$ cat src/rtl/seq_unit_arbiter_if.sv
// Handshake bundle between the requesters and the sequential-unit arbiter.
// The arbiter takes the slave side; the requester side (or a bench) takes master.
interface seq_unit_arbiter_if #(
   parameter int N_REQ = 2
);
   logic [N_REQ-1:0] req;
   logic [N_REQ-1:0] hold;
   logic [N_REQ-1:0] gnt;
   logic             allow;
   logic             x;
   logic             busy;
   logic             done;

   modport master (
      output req, hold,
      input  gnt, allow, x, busy, done
   );

   modport slave (
      input  req, hold,
      output gnt, allow, x, busy, done
   );
endinterface

$ cat src/rtl/seq_unit_arbiter.sv
// Round-robin arbiter and sequencer for the x/allow unit: walks the granted
// requester through arm, trigger pulse, run, optional hold and release.
module seq_unit_arbiter #(
   parameter int N_REQ   = 2,
   parameter int ARM_CYC = 2,
   parameter int RUN_LEN = 4
) (
   input logic                clk,
   input logic                rst,
   seq_unit_arbiter_if.slave  bus
);

   localparam int IDX_W = (N_REQ > 1) ? $clog2(N_REQ) : 1;
   localparam int MAX_C = (ARM_CYC > RUN_LEN) ? ARM_CYC : RUN_LEN;
   localparam int CNT_W = $clog2(MAX_C) + 1;

   typedef enum logic [2:0] {
      IDLE,
      ARM,
      TRIG,
      RUN,
      HOLD,
      REL
   } state_t;

   state_t           state;
   state_t           state_nxt;
   logic [CNT_W-1:0] cnt;
   logic [CNT_W-1:0] cnt_nxt;
   logic [IDX_W-1:0] win_idx;
   logic [IDX_W-1:0] win_nxt;
   logic [IDX_W-1:0] rr_ptr;
   logic [IDX_W-1:0] rr_nxt;
   logic [IDX_W-1:0] pick;
   logic [IDX_W-1:0] cand;
   logic             found;

   always_ff @(posedge clk) begin
      if (rst) begin
         state   <= IDLE;
         cnt     <= '0;
         win_idx <= '0;
         rr_ptr  <= '0;
      end else begin
         state   <= state_nxt;
         cnt     <= cnt_nxt;
         win_idx <= win_nxt;
         rr_ptr  <= rr_nxt;
      end
   end

   // First requester found scanning circularly from the round-robin pointer.
   always_comb begin
      found = 1'b0;
      pick  = '0;
      cand  = '0;
      for (int k = 0; k < N_REQ; k++) begin
         cand = IDX_W'((int'(rr_ptr) + k) % N_REQ);
         if (!found && bus.req[cand]) begin
            found = 1'b1;
            pick  = cand;
         end
      end
   end

   // The counter defaults to zero so every state change clears it.
   always_comb begin
      state_nxt = state;
      cnt_nxt   = '0;
      win_nxt   = win_idx;
      rr_nxt    = rr_ptr;
      case (state)
         IDLE: begin
            if (found) begin
               state_nxt = ARM;
               win_nxt   = pick;
               rr_nxt    = (pick == IDX_W'(N_REQ - 1)) ? '0 : pick + 1'b1;
            end
         end
         ARM: begin
            if (cnt == CNT_W'(ARM_CYC - 1)) state_nxt = TRIG;
            else                            cnt_nxt   = cnt + 1'b1;
         end
         TRIG: state_nxt = RUN;
         RUN: begin
            if (cnt == CNT_W'(RUN_LEN - 1)) state_nxt = bus.hold[win_idx] ? HOLD : REL;
            else                            cnt_nxt   = cnt + 1'b1;
         end
         HOLD: begin
            if (!bus.req[win_idx]) state_nxt = REL;
         end
         REL:     state_nxt = IDLE;
         default: state_nxt = IDLE;
      endcase
   end

   // Outputs depend only on registered state, so x is never undefined.
   always_comb begin
      bus.gnt   = '0;
      bus.allow = 1'b0;
      bus.x     = 1'b0;
      bus.busy  = 1'b0;
      bus.done  = 1'b0;
      if (state != IDLE) begin
         bus.gnt   = N_REQ'(1) << win_idx;
         bus.allow = 1'b1;
         bus.busy  = 1'b1;
         bus.x     = (state == TRIG) || (state == HOLD);
         bus.done  = (state == REL);
      end
   end

endmodule

$ cat src/flat_wrapper.sv
// flat-port wrapper written by rule: the top's interface ports become plain ports
module seq_unit_arbiter_flat 
#(
   parameter int N_REQ   = 2,
   parameter int ARM_CYC = 2,
   parameter int RUN_LEN = 4
)
  (clk, rst, bus_req, bus_hold, bus_gnt, bus_allow, bus_x, bus_busy, bus_done);
  seq_unit_arbiter_if #(.N_REQ(N_REQ)) bus_i ();
  input logic clk;
  input logic rst;
  input wire logic [$bits(bus_i.req)-1:0] bus_req;
  input wire logic [$bits(bus_i.hold)-1:0] bus_hold;
  output wire logic [$bits(bus_i.gnt)-1:0] bus_gnt;
  output wire logic [$bits(bus_i.allow)-1:0] bus_allow;
  output wire logic [$bits(bus_i.x)-1:0] bus_x;
  output wire logic [$bits(bus_i.busy)-1:0] bus_busy;
  output wire logic [$bits(bus_i.done)-1:0] bus_done;
  assign bus_i.req = bus_req;
  assign bus_i.hold = bus_hold;
  assign bus_gnt = bus_i.gnt;
  assign bus_allow = bus_i.allow;
  assign bus_x = bus_i.x;
  assign bus_busy = bus_i.busy;
  assign bus_done = bus_i.done;
  seq_unit_arbiter #(.N_REQ(N_REQ), .ARM_CYC(ARM_CYC), .RUN_LEN(RUN_LEN)) u_core (.clk(clk), .rst(rst), .bus(bus_i));
endmodule
$ cat config.mk
export PLATFORM = sky130hd
export DESIGN_NAME = seq_unit_arbiter_flat
export DESIGN_NICKNAME = d
export VERILOG_FILES = /design/src/rtl/seq_unit_arbiter_if.sv /design/src/rtl/seq_unit_arbiter.sv /design/src/flat_wrapper.sv
export SDC_FILE = /design/constraint.sdc
export NUM_CORES = 1
export LEC_CHECK = 0
export ABC_CLOCK_PERIOD_IN_PS = 5200
export BUFFER_PORTS_ARGS = -buffer_cell sky130_fd_sc_hd__buf_2
export CELL_PAD_IN_SITES_DETAIL_PLACEMENT = 1
export CELL_PAD_IN_SITES_GLOBAL_PLACEMENT = 1
export CORE_UTILIZATION = 37
export CTS_CLUSTER_DIAMETER = 150
export DETAILED_ROUTE_END_ITERATION = 8
export PLACE_DENSITY_LB_ADDON = 0.08
export SETUP_SLACK_MARGIN = 0.2
export SYNTH_ARGS = -nofsm -noshare
export SYNTH_HDL_FRONTEND = slang
export SYNTH_SLANG_ARGS = --single-unit
$ cat constraint.sdc
create_clock -name clk -period 5.2 [get_ports clk]
set_clock_uncertainty 0.1 [all_clocks]
set_input_delay 0.52 -clock clk [delete_from_list [all_inputs] [get_ports clk]]
set_output_delay 0.52 -clock clk [all_outputs]
set_load 0.03 [all_outputs]
# [After elaboration in Yosys (flattened, before gate mapping)]
# Index checks and enable logic that the tools add are counted.
[classes] add_sub_neg=3 multipliers=0 n_div=0 magnitude_cmp=3 n_eq_ne=11 n_shift=1 n_mux=26 bitwise=0 reduce_logical=7
[ops] operator="$mux W3" n=6
[ops] operator="$mux W1" n=17
[ops] operator="$pmux W3 S5" n=1
[ops] operator="$eq A3 B2 Y1 const B" n=3
[ops] operator="$eq A3 B1 Y1 const B" n=2
[ops] operator="$eq A3 B3 Y1 const B" n=2
[ops] operator="$lt A1 B2 Y1 const B" n=3
[ops] operator="$ne A2 B1 Y1 const B" n=3
[ops] operator="$pmux W3 S2" n=1
[ops] operator="$reduce_and A4 Y1" n=1
[ops] operator="$add A3 B1 Y3 const B" n=1
[ops] operator="$logic_not A3 Y1" n=1
[ops] operator="$reduce_bool A3 Y1" n=1
[ops] operator="$add A1 B1 Y1 const B" n=2
[ops] operator="$mux W2" n=1
[ops] operator="$ne A2 B2 Y1 const B" n=1
[ops] operator="$reduce_and A2 Y1" n=1
[ops] operator="$shl A1 B1 Y2 const A" n=1
[ops] operator="$logic_and A1 B1 Y1" n=1
[ops] operator="$logic_not A1 Y1" n=1
[ops] operator="$logic_or A1 B1 Y1" n=1
[totals] register_bits=8 latchBits=0 ramBits=0 romBits=0 in_bits=6 wordCells=55 mem_count=0

# [Longest topological paths before layout]
# Gate-level depths: netlist (run 1).
[depth] ltp_word=8 depth_mapped=6

# [Worst setup path after synthesis (run 1)]
# No wires, ideal clock.
[synth_timing] path_type="register -> output" from="reg u_core.state[0]" to="out bus_busy" arrival_time_ns=1.105 t_required_ns=4.580 slack_ns=3.475 path_stages_with_launch=5 path_buffers=2 cell_sequence="dfxtp_1 > buf_6 > nor3_4 > inv_1 > buf_4"
[synth_via] elab_chain_len=2
[synth_lines] element="start: declaration" line="seq_unit_arbiter.sv:26" source="state_t state;"
[synth_lines] element="start signal: assignment" line="seq_unit_arbiter.sv:45" source="state <= state_nxt;"
[synth_lines] element="$reduce_bool A3 Y1" line="seq_unit_arbiter.sv:104" source="if (state != IDLE) begin"
[synth_lines] element="$mux W1"
[synth_lines] element="end: declaration" line="flat_wrapper.sv:17" source="output wire logic [$bits(bus_i.busy)-1:0] bus_busy;"
# Every way passes these cells.

# [Worst setup path after layout (run 1)]
[layout_timing] from="reg u_core.state[0]" to="out bus_allow"
[layout_via] elab_chain_len=2
[layout_lines] element="$reduce_bool A3 Y1" line="seq_unit_arbiter.sv:104"
[layout_lines] element="$mux W1" line="seq_unit_arbiter.sv:104"
[layout_lines] element="end: declaration" line="flat_wrapper.sv:15" source="output wire logic [$bits(bus_i.allow)-1:0] bus_allow;"
# Every way passes these cells.

==> results of run 1 <==
## layout make-up
cell class	instances	area, um2
Tap cell	15	18.8
Timing Repair Buffer	11	55.1
Fill cell	177	729
Multi-Input combinational cell	40	297
Inverter	5	18.8
Clock buffer	3	22.5
Sequential cell	8	160
## final timing paths
| check | endpoint | start | slack, ns |
|---|---|---|---|
| setup / recovery | bus_allow | u_core.state[0] | 3.20 |
| hold / removal | u_core.cnt[0] | u_core.cnt[0] | 0.36 |
| setup reg to reg | u_core.state[0] | u_core.cnt[0] | 3.42 |
| hold reg to reg | u_core.cnt[0] | u_core.cnt[0] | 0.36 |
## cells by family after synthesis
group,Yosys count
flops,8
xor+xnor,1
fa+ha+maj,4
compound gates,13
buf+inv,9
mux,2
simple gates,20
## report_power, final
group / internal, mW / leakage [nW] / switching [mW]
Sequential: 0.0666 / 0.0652 / 0.0110
Combinational: 0.0226 / 0.165 / 0.0349
Clock: 0.0264 / 0.0138 / 0.0211
Total: 0.116 / 0.244 / 0.0671
## sequential cells by signal, summed over array words and instances (netlist names)
register and count:
u_core.win_idx 1, u_core.state 3, u_core.rr_ptr 1, u_core.cnt 3
## routing by layer
| metal | up-vias | wire length, um | global-route usage [%] |
|---|---|---|---|
| li1 | 217 | - | - |
| met1 | 200 | 488 | 19.3 |
| met2 | 10 | 530 | 28.7 |
| met3 | 0 | 46 | 8.52 |
| met4 | 0 | 0 | 5.17 |
| met5 | - | 0 | 0 |
## critical path, cell delays in order (launching register included)
cell	delay, ns
dfxtp_1	0.44
nor3_4	0.37
inv_1	0.11
buf_2	0.19
## per-stage QoR
step | setup WS [ns] | cells | hold WS (ns) | total power [mW]
5_1_grt | 3.12 | 82 | 0.379 | 0.196
3_5_place_dp | 3.41 | 79 | 0.358 | 0.137
3_3_place_gp | 3.44 | 79 | 0.359 | 0.136
6_report | 3.20 | 82 | 0.364 | 0.183
2_1_floorplan | 3.48 | 57 | 0.331 | 0.127
4_1_cts | 3.20 | 82 | 0.370 | 0.185
## synth_stat cells (2+ instances only)
cell,n,area (um2)
ha_1,4,50.1
a21oi_1,6,30.0
inv_1,5,18.8
a31oi_1,2,12.5
buf_6,3,33.8
nor3_1,3,15.0
dfxtp_1,8,160
nor2_2,2,12.5
nor2_1,4,15.0
nand2_1,2,7.51
==> reports/summary.md, run 1 <==
When the netlist entered floorplanning its net count stood at 67. The smallest clock period supported by the final layout is computed as 2.00 ns. The largest net degree at the start of global routing was 11. The number of sinks handled by clock tree synthesis came out at 8.

Across every metal layer, demand over resource in global routing totals 17.4%. The H-tree level count was 1. The tools report the type of origin of the critical path as a register. The pin slew with the least headroom to its limit was 0.444 ns. Yosys printed 0 warnings. Once the floorplan was initialized, standard cells occupied 39.7% of the core. The overall die width works out to 39.4 um.

The number of cells on the worst reg-to-reg path was 6; the cell area after synthesis was 517 um2. The number of global-route vias before repair was 395; the XOR/XNOR share of the synthesized area was 1.69%. The run finished with clean final reports.

The number of endpoints with negative hold slack in the final report is 0, and the number of buffer cells added on primary ports is 11. Summing the areas of all compound-gate instances in the mapped netlist gives 16.0% of the synthesized area. Post-CTS timing repair inserted 0 buffers for setup.

Data on the critical path arrives at its endpoint at 1.38 ns. Summing all placed instances gives a cell area of 549 um2. The share of synthesized registers carrying an async set or reset works out to 0%. The number of enable flip-flop cells after synthesis was 0.

The routed wire length was 1070 um; the number of diodes was 0. Along the worst path, the maximum fanout reaches 10. In this run the static leakage power is 0.244 nW.

The die height came out at 39.4 um. The tools report the number of antenna violations at the first check in global routing as 0. The later-pin clock latency in the skew report was 0.26 ns; the fraction of the mapped netlist area in simple logic gates was 25.9%. After Yosys synthesis, full adders, half adders and majority gates account for 9.69% of the synthesized area. Once detail routing completed, the nets flagged for antenna violations numbered 0.

Timing would allow up to 500 MHz. The tools report the final net count as 79. The count of final max-slew check failures was 0.

In this run, the number of DRC markers left after iteration 0 of detailed routing was 4. The congestion estimate from routability-driven global placement came to 0.675. The longest clock path from root to sink contains 2 buffers. The floorplan step defined a die boundary enclosing 1550 um2. The post-route netlist has 32.8% of its cells at a drive strength greater than 1. The fraction of synthesized area in multiplexers works out to 4.12%. Setup violations remaining at the end of the flow were counted as 0.

The run gives 800 um as the post-detailed-placement half-perimeter wirelength. The critical path is of the register to output pin type. The worst setup path is captured at an output pin. Largest vdd supply drop: 0.137 mV. The gate count of the mapped netlist was 57; the first-pass detailed-route iteration total was 2. Dominant synthesized flop cell: dfxtp_1. For this run, design rule violations remaining after detail routing come to 0. Leading cell type in the layout, fill and taps excluded: buf_2. The data required time of the critical path was 4.58 ns.

The root buffer cell chosen for the clock tree is clkbuf_4. The first global-routing pass estimated 1700 um of wire. TritonCTS built the clock tree. The number of rows created at floorplan was 13. The number of top-level design ports came out at 12. Measured on the finished design, the core utilization comes to 43.9%. The areal power density over the cells is 319 nW/um2, and the layout overhead on the synthesized area is 10.7%. The number of cells traversed by the worst hold path is 1, and the routed length per placed instance is 13.0 um.

In this run the tightest slew margin relative to its limit is 70.4%. Setup total negative slack on the finished layout was measured at 0 ns. The logs give 0 for the leftover overflow at the end of global routing and 0 for the number of violations of the max-capacitance limit. After clock tree synthesis, the flow added hold-fix buffers numbering 0.

Via density per instance: 5.21. Setup repair after global routing left no endpoint under its margin. For this block, the via count after detailed routing is 427. Post-CTS repair changed the size of 0 cells.

After synthesis, the largest family of logic cells by area is simple AND/OR/NAND/NOR gates. The number of register bits inferred by synthesis is 8. The TritonCTS buffer count was 3; the clock slew at the register clock pins of the worst setup and hold paths was 0.06 ns. For the core region area, the log shows 1300 um2. With fillers left out, the area of the finished cells amounts to 572 um2. The mean area per synthesized cell came out at 9.07 um2.

Sequential cells were found to cover 31.0% of the synthesized design area. The share of the clock period used by the worst path was 38.5%; the number of distinct library cells after synthesis was 28. The path class of the lowest-slack min-delay path is register to register. The top cell types in the final layout, fill and taps aside, are 11 x buf_2, 8 x dfxtp_1, 6 x a21oi_1.
(Power assumes the default switching activity.)
==> run 2, diff against run 1 <==
--- a/config.mk
+++ b/config.mk
@@ -5,11 +5,12 @@
 export SDC_FILE = /design/constraint.sdc
 export NUM_CORES = 1
 export LEC_CHECK = 0
-export ABC_CLOCK_PERIOD_IN_PS = 5200
+export ABC_AREA = 1
+export ABC_CLOCK_PERIOD_IN_PS = 1900
 export BUFFER_PORTS_ARGS = -buffer_cell sky130_fd_sc_hd__buf_2
 export CELL_PAD_IN_SITES_DETAIL_PLACEMENT = 1
 export CELL_PAD_IN_SITES_GLOBAL_PLACEMENT = 1
-export CORE_UTILIZATION = 37
+export CORE_UTILIZATION = 34
 export CTS_CLUSTER_DIAMETER = 150
 export DETAILED_ROUTE_END_ITERATION = 8
 export PLACE_DENSITY_LB_ADDON = 0.08
==> constraint.sdc (replaced) <==
create_clock -name clk -period 1.9 [get_ports clk]
set_clock_uncertainty 0.1 [all_clocks]
set_input_delay 0.19 -clock clk [delete_from_list [all_inputs] [get_ports clk]]
set_output_delay 0.19 -clock clk [all_outputs]
set_load 0.03 [all_outputs]
==> reports/summary.md, run 2 <==
The run finished with clean final reports. In this design, the stage delay of the slowest critical-path cell is 0.41 ns. Among the stages of the critical path, the cell type that occurs most often is inv_2.

The number of buffer cells added on primary ports works out to 11. Clock slew at the register clock pins of the worst setup and hold paths: 0.06 ns. After detailed routing, the total wire length is 1450 um. The headroom to the max-slew limit was 87.7%. Summing over every cut layer, the via total after detailed routing is 591.

Across the VDD grid, the largest voltage drop is 0.531 mV. Yosys printed 0 warnings. Buffers added to address setup during post-CTS repair amount to 0.

The die is 43.1 um tall. For the final routed database, the setup TNS stands at 0 ns. In this run, the clock network consumes 14.0% of the power. The tree built by TritonCTS fans out to 8 sinks. STA classifies the critical path endpoint as an output pin. The largest net degree at the start of global routing came out at 9. The die covers 1860 um2. The total area inside the core boundary comes to 1540 um2. For the number of rows created at floorplan, the log shows 14.

The pin slew with the least headroom to its limit is 0.183 ns. Counting instances in the post-synthesis netlist gives the leading cell types as 22 x nand2_1, 16 x nor2_1, 14 x inv_1, 8 x dfxtp_1, 5 x nand3_1. TritonCTS built the clock tree.

The number of distinct library cells after synthesis is 19, and the total power consumption of the routed design is 0.966 mW. The number of top-level design ports was 12; the number of inserted filler cells in the final layout was 223. The routed length per placed instance works out to 11.9 um.

The first global-routing pass estimated 2530 um of wire. Net switching is 53.0% of the power. The detailed router finished its first iteration with 3 violations.

The share of total power dissipated in combinational logic is 58.1%. The H-tree level count is 1. After detailed routing, the number of remaining DRC violations is 0.

The initial utilization of the core area, before any placement, comes to 37.3%. The layout overhead on the synthesized area is 14.3%. The cell sitting at the root of the clock tree is a clkbuf_4. In this run the power density over the cells is 1470 nW/um2.

The first detailed-routing pass ran for 2 iterations. Synthesis produced 94 cells. For this run, the post-layout net count is 118. Among all cell types in the netlist, the one instantiated most often is nand2_1.

Clock tree synthesis inserted a total of 3 buffers. The critical-path maximum fanout is 7, and the arrival time reported for the critical path endpoint is 1.24 ns. Across every metal layer, demand over resource in global routing totals 18.6%. The run gives 0 as the number of diodes. The critical path is of the register to output pin type.

Summed over all nets, the half-perimeter wirelength after detailed placement is 1220 um. Using the TritonRoute via totals, the vias-per-cell ratio works out to 4.84. Ranked by total cell area, the synthesized netlist is headed by dfxtp_1 28%, nand2_1 14%, nor2_1 10%, inv_1 9.1%, ha_1 8.7%.

The share of synthesized registers carrying an async set or reset came out at 0%. The number of register bits inferred by synthesis is 8, and the count of final max-slew check failures is 0. The sequential share of power is 27.9%.

The path class of the lowest-slack min-delay path was input pin to register. At the worst endpoint, the required time is 1.61 ns. Setup violations remaining at the end of the flow were counted as 0. Number of endpoints with negative hold slack in the final report: 0. The worst path needs 1.53 ns of the cycle, external delays included. The top cell types in the final layout, fill and taps aside, are 22 x nand2_1, 16 x nor2_1, 14 x inv_1. The top cell type's share of synthesized area was 27.8%; the net count of the mapped netlist was 104. In the synthesized netlist the dominant register cell turns out to be dfxtp_1. The logs give 608 for the number of global-route vias before repair and 0.512 mW for the switching power total.

The design internal power is 0.454 mW, and the layout cell share with drive strength beyond 1 is 25.5%. In this run the mean area of a mapped cell was 6.12 um2. The later pin in the worst-skew pair is clocked with a latency of 0.25 ns. The master of the slowest instance on the critical path is dfxtp_2. The type of origin of the critical path is a register.

The most area-hungry cell type in the Yosys netlist is dfxtp_1. Setup repair after global routing left no endpoint under its margin. The critical path goes through inv_2, nand2_2, inv_2, nor2_1, buf_2. In this run the deepest clock path goes through 2 buffers.

The number of antenna violations at the first check in global routing is 0, and the cell area after synthesis is 576 um2. The run gives 0.747 as the global placement routability congestion. The floorplan step set the die width to 43.1 um.

For the leakage dissipation, the log shows 0.355 nW. The synthesized design contains 0 enable-type register cells. In this run the remaining antenna-violating nets after routing total 0. Sequential cells were found to cover 27.8% of the synthesized design area. The largest registers in the layout are u_core.cnt x3, u_core.state x3. The leading cell type in the layout, fill and taps excluded is nand2_1. The tools report the maximum clock frequency as 652 MHz. Share of the clock period used by the worst path: 80.8%.

The leftover overflow at the end of global routing is 0, and the number of violations of the max-capacitance limit is 0.
==> run 2: logic make-up (layout without fill, tap and decap cells) <==
| group | count (synthesis) | after routing | synth area share (%) |
|---|---|---|---|
| fa+ha+maj | 4 | 4 | 8.70 |
| compound gates | 9 | 9 | 9.56 |
| buf+inv | 21 | 33 | 15.7 |
| flops | 8 | 8 | 27.8 |
| simple gates | 52 | 52 | 38.3 |
==> run 2: routing by layer <==
metal | share of wire [%] | global-route usage (%) | vias up
li1 | - | - | 314
met2 | 52 | 33.4 | 11
met1 | 44 | 20.9 | 264
met3 | 3.3 | 5.11 | 2
met4 | 0.76 | 5.45 | 0
met5 | 0 | 0 | -
==> run 2: cell type report <==
cell class                      instances  area (um2)  share of cell area (%)
Timing Repair Buffer                   11        55.1                    8.37
Tap cell                               16        20.0                    3.04
Clock buffer                            3        22.5                    3.42
Inverter                               19        71.3                    10.8
Sequential cell                         8         164                    24.9
Multi-Input combinational cell         65         325                    49.4
==> run 2: final timing paths <==
kind	slack [ns]	to	cells past startpoint	from
setup / recovery	0.37	bus_gnt[1]	5	u_core.state[2]
hold / removal	0.08	u_core.rr_ptr	2	rst
setup reg to reg	0.45	u_core.state[1]	9	u_core.cnt[0]
hold reg to reg	0.36	u_core.cnt[0]	1	u_core.cnt[0]
==> run 2: what timing repair did <==
action / in CTS / in global routing
hold buffers: 0 / 0
setup endpoints to repair: 0 / 2
resized for setup: 0 / 3
==> run 2: critical path: cells and delay by family (launching register included) <==
kind,cells,cell delay [ns]
AND/OR/NAND/NOR,2,0.22
flip-flops,1,0.41
buffers and inverters,3,0.36
==> run 2: per-stage QoR <==
step / area, um2 / setup slack (ns) / cells / hold WS, ns / util (%)
after detailed placement: 632 / 0.451 / 119 / 0.343 / 41.0
after global placement: 632 / 0.498 / 119 / 0.338 / 41.0
final: 658 / 0.365 / 122 / 0.0772 / 42.7
after CTS: 654 / 0.243 / 122 / 0.0682 / 42.5
after global routing: 658 / 0.278 / 122 / 0.0784 / 42.7
after floorplan: 576 / 0.411 / 94 / 0.159 / -
==> run 2: power by group through the flow <==
stage	clock (mW)	combinational [mW]	sequential [mW]
detailed placement	0	0.564	0.267
floorplan	0	0.480	0.241
global route	0.146	0.623	0.278
finish	0.135	0.561	0.269
global placement	0	0.554	0.265
CTS	0.139	0.570	0.264
==> run 3, diff against run 2 <==
--- a/config.mk
+++ b/config.mk
@@ -5,12 +5,12 @@
 export SDC_FILE = /design/constraint.sdc
 export NUM_CORES = 1
 export LEC_CHECK = 0
-export ABC_AREA = 1
-export ABC_CLOCK_PERIOD_IN_PS = 1900
+export ABC_AREA = 0
+export ABC_CLOCK_PERIOD_IN_PS = 1610
 export BUFFER_PORTS_ARGS = -buffer_cell sky130_fd_sc_hd__buf_2
 export CELL_PAD_IN_SITES_DETAIL_PLACEMENT = 1
 export CELL_PAD_IN_SITES_GLOBAL_PLACEMENT = 1
-export CORE_UTILIZATION = 34
+export CORE_UTILIZATION = 37
 export CTS_CLUSTER_DIAMETER = 150
 export DETAILED_ROUTE_END_ITERATION = 8
 export PLACE_DENSITY_LB_ADDON = 0.08
==> constraint.sdc (replaced) <==
create_clock -name clk -period 1.61 [get_ports clk]
set_clock_uncertainty 0.1 [all_clocks]
set_input_delay 0.161 -clock clk [delete_from_list [all_inputs] [get_ports clk]]
set_output_delay 0.161 -clock clk [all_outputs]
set_load 0.03 [all_outputs]
==> reports/summary.md, run 3 (synthesized netlist as in run 1, its figures left out) <==
The run finished, with violations left. The final reports fail on setup timing. Leaving out filler cells and counting taps, the final layout contains 98. The worst setup path is launched from a register. The post-detailed-placement half-perimeter wirelength was 886 um. The share of the clock period used by the worst path is 106%. Dividing the detail-routed via count by the number of cells gives 5.14.

The largest individual stage delay along the critical path comes from the cell or3_4. At the worst endpoint, the required time is 1.70 ns. The analysis attributes to cell leakage a power of 0.347 nW. The run gives 1 as the H-tree level count. The count of final max-slew check failures is 0. The count of nets left with antenna violations once routing finished came out at 0. Data arrives at the worst endpoint at 1.80 ns. The critical register-to-register path endpoint is u_core.cnt[0].

The total power consumption of the routed design was 0.743 mW; the layout cell share with drive strength beyond 1 was 63.9%. The cts-stage hold buffer count was 0. Prior to clock tree synthesis, the placed netlist has a worst setup slack of -0.121 ns. The total die area is 1550 um2.

Internal power comes to 0.473 mW. In this run the deepest clock path goes through 2 buffers. The kind of end point of the critical path is a register. For this design the ratio of total power to cell area is 878 nW/um2. The first-iteration detailed-routing DRC count was 6. The clock network power share is 22.5%.

The number of buffers and inverters on the critical path works out to 0. The final layout contains routed wiring with a total length of 1480 um. The global placement routability congestion was 0.711; the worst hold-check slack was 0.0384 ns. The most numerous cell type found on the critical path is ha_4. Entering global routing, the biggest net connects 8 pins. The least setup slack across all paths after layout came out at -0.0997 ns. TritonCTS built the clock tree. The region available for standard cell placement spans 1300 um2.

The launch instance of the worst register-to-register path was u_core.cnt[0]. In the final layout, the registers with the most flip-flops are u_core.cnt x3, u_core.state x3. Clock-pin slew was measured on the worst setup and hold paths at 0.06 ns.

CTS saw 8 sinks. The minimum clock period after layout was 1.71 ns; the pin slew with the least headroom to its limit was 0.409 ns. The top cell types in the final layout, fill and taps aside, are 10 x buf_4, 10 x buf_6, 5 x a21oi_1, 5 x buf_2, 4 x inv_1. In the final design database the tool counted 95 nets. During I/O placement, the number of pins put on the boundary was 12. Path class of the lowest-slack min-delay path: input pin to register. For flop-to-flop paths, the worst setup slack is -0.1 ns. The initial utilization of the core area, before any placement, comes to 39.7%. Input and output buffers added on the ports amount to 11. At the later pin of the worst-skew pair, clock insertion delay measures 0.27 ns. Across the run, the number of max-cap violations was 0. The number of antenna diodes in the final layout is 0. Combinational logic is responsible for 44.2% of the overall power. Relative to the synthesized area, the layout overhead comes to 63.7%.

Number of vias after detailed routing: 504. The worst register-to-register path has a depth of 6. The tools report the final setup violation count as 3. On the worst path, the slowest cell contributes a delay of 0.42 ns.

In the global route stage, overall resource usage came out at 20.6%. Counting instances, the worst hold path has a depth of 2. The pre-antenna-repair detailed-routing pass consisted of 2 iterations. The run gives 2030 um as the first-pass GRT wire length.

Static timing analysis puts the maximum clock frequency at 585 MHz. The path with the worst hold slack has its endpoint at u_core.rr_ptr. In this run the worst path has a maximum fanout of 3. The TritonCTS buffer count was 3.

After detailed routing, the average wire length per cell comes to 15.1 um. With fillers left out, the area of the finished cells amounts to 846 um2. For the number of endpoints with negative hold slack in the final report, the log shows 0.

The placement-stage cell area is 631 um2, and the number of antenna violations at the first check in global routing is 0. The critical path goes through ha_4, ha_4, and2_4, a211o_1, or3_4, nor2_2. The largest vdd supply drop was 0.612 mV; the setup TNS was -0.246 ns.

The critical path is of the register to register type. The worst pin sits at a relative slew slack of 72.4%. In this run the most critical hold path is launched from bus_req[1]. In this run, placement finished with an instance count of 86. Measured along the x axis, the die boundary spans 39.4 um. Clock tree synthesis selected as its root buffer the cell clkbuf_4. The tools report the number of global-route vias before repair as 462.

In this run the worst setup path begins at u_core.cnt[0]. The tools report the sequential share of power as 33.3%. For this run, design rule violations remaining after detail routing come to 0. Setup repair after global routing could not meet its margin everywhere. At the end of the flow the core is filled with cells to 65.0%.

The run gives 13 as the number of rows created at floorplan. Among cell families on the critical path, the largest total delay comes from simple AND/OR/NAND/NOR gates. Of the total power, the share spent switching nets is 36.3%. For the switching power total, the log shows 0.270 mW. The floorplan step set the die height to 39.4 um. The leftover overflow at the end of global routing was 0.
==> run 3: what timing repair did <==
action,CTS,global route
endpoints found under the setup margin,10,12
gates resized for setup,16,16
buffers inserted,5,4
pin swaps,5,7
==> run 3: worst register-to-register path, delay by kind of cell (launching register included) <==
| kind | cells | cell delay (ns) |
|---|---|---|
| AND/OR/NAND/NOR | 3 | 0.65 |
| flip-flops | 1 | 0.34 |
| adder cells (fa/ha/maj) | 2 | 0.32 |
| AO/OA/AOI/OAI | 1 | 0.24 |
==> run 3: area by class of cell <==
| type | count | area [um2] |
|---|---|---|
| well taps | 15 | 18.8 |
| flip-flops and latches | 8 | 171 |
| fillers | 147 | 455 |
| multi-input cells | 40 | 362 |
| clock buffers | 3 | 22.5 |
| inverters | 5 | 18.8 |
| repair buffers | 27 | 253 |
==> run 3: worst max-delay path by stage <==
stage | endpoint | cells past startpoint
after CTS | u_core.cnt[0] | 6
after global placement | u_core.state[0] | 6
final | u_core.cnt[0] | 6
after global routing | u_core.cnt[0] | 6
after detailed placement | u_core.state[0] | 6
after floorplan | u_core.state[0] | 6
==> run 3: metal layers <==
layer | part of all wire, % | track usage [%]
met5 | 0 | 0
met4 | 2.3 | 12.9
met3 | 1.2 | 3.41
met2 | 52 | 30.0
met1 | 44 | 27.7
==> run 3: power by group through the flow <==
| stage | Sequential, mW | Clock [mW] | Combinational [mW] |
|---|---|---|---|
| after floorplan | 0.230 | 0 | 0.184 |
| after global placement | 0.245 | 0 | 0.220 |
| after global routing | 0.250 | 0.183 | 0.350 |
| after CTS | 0.241 | 0.172 | 0.268 |
| after detailed placement | 0.246 | 0 | 0.222 |
| final | 0.247 | 0.167 | 0.328 |
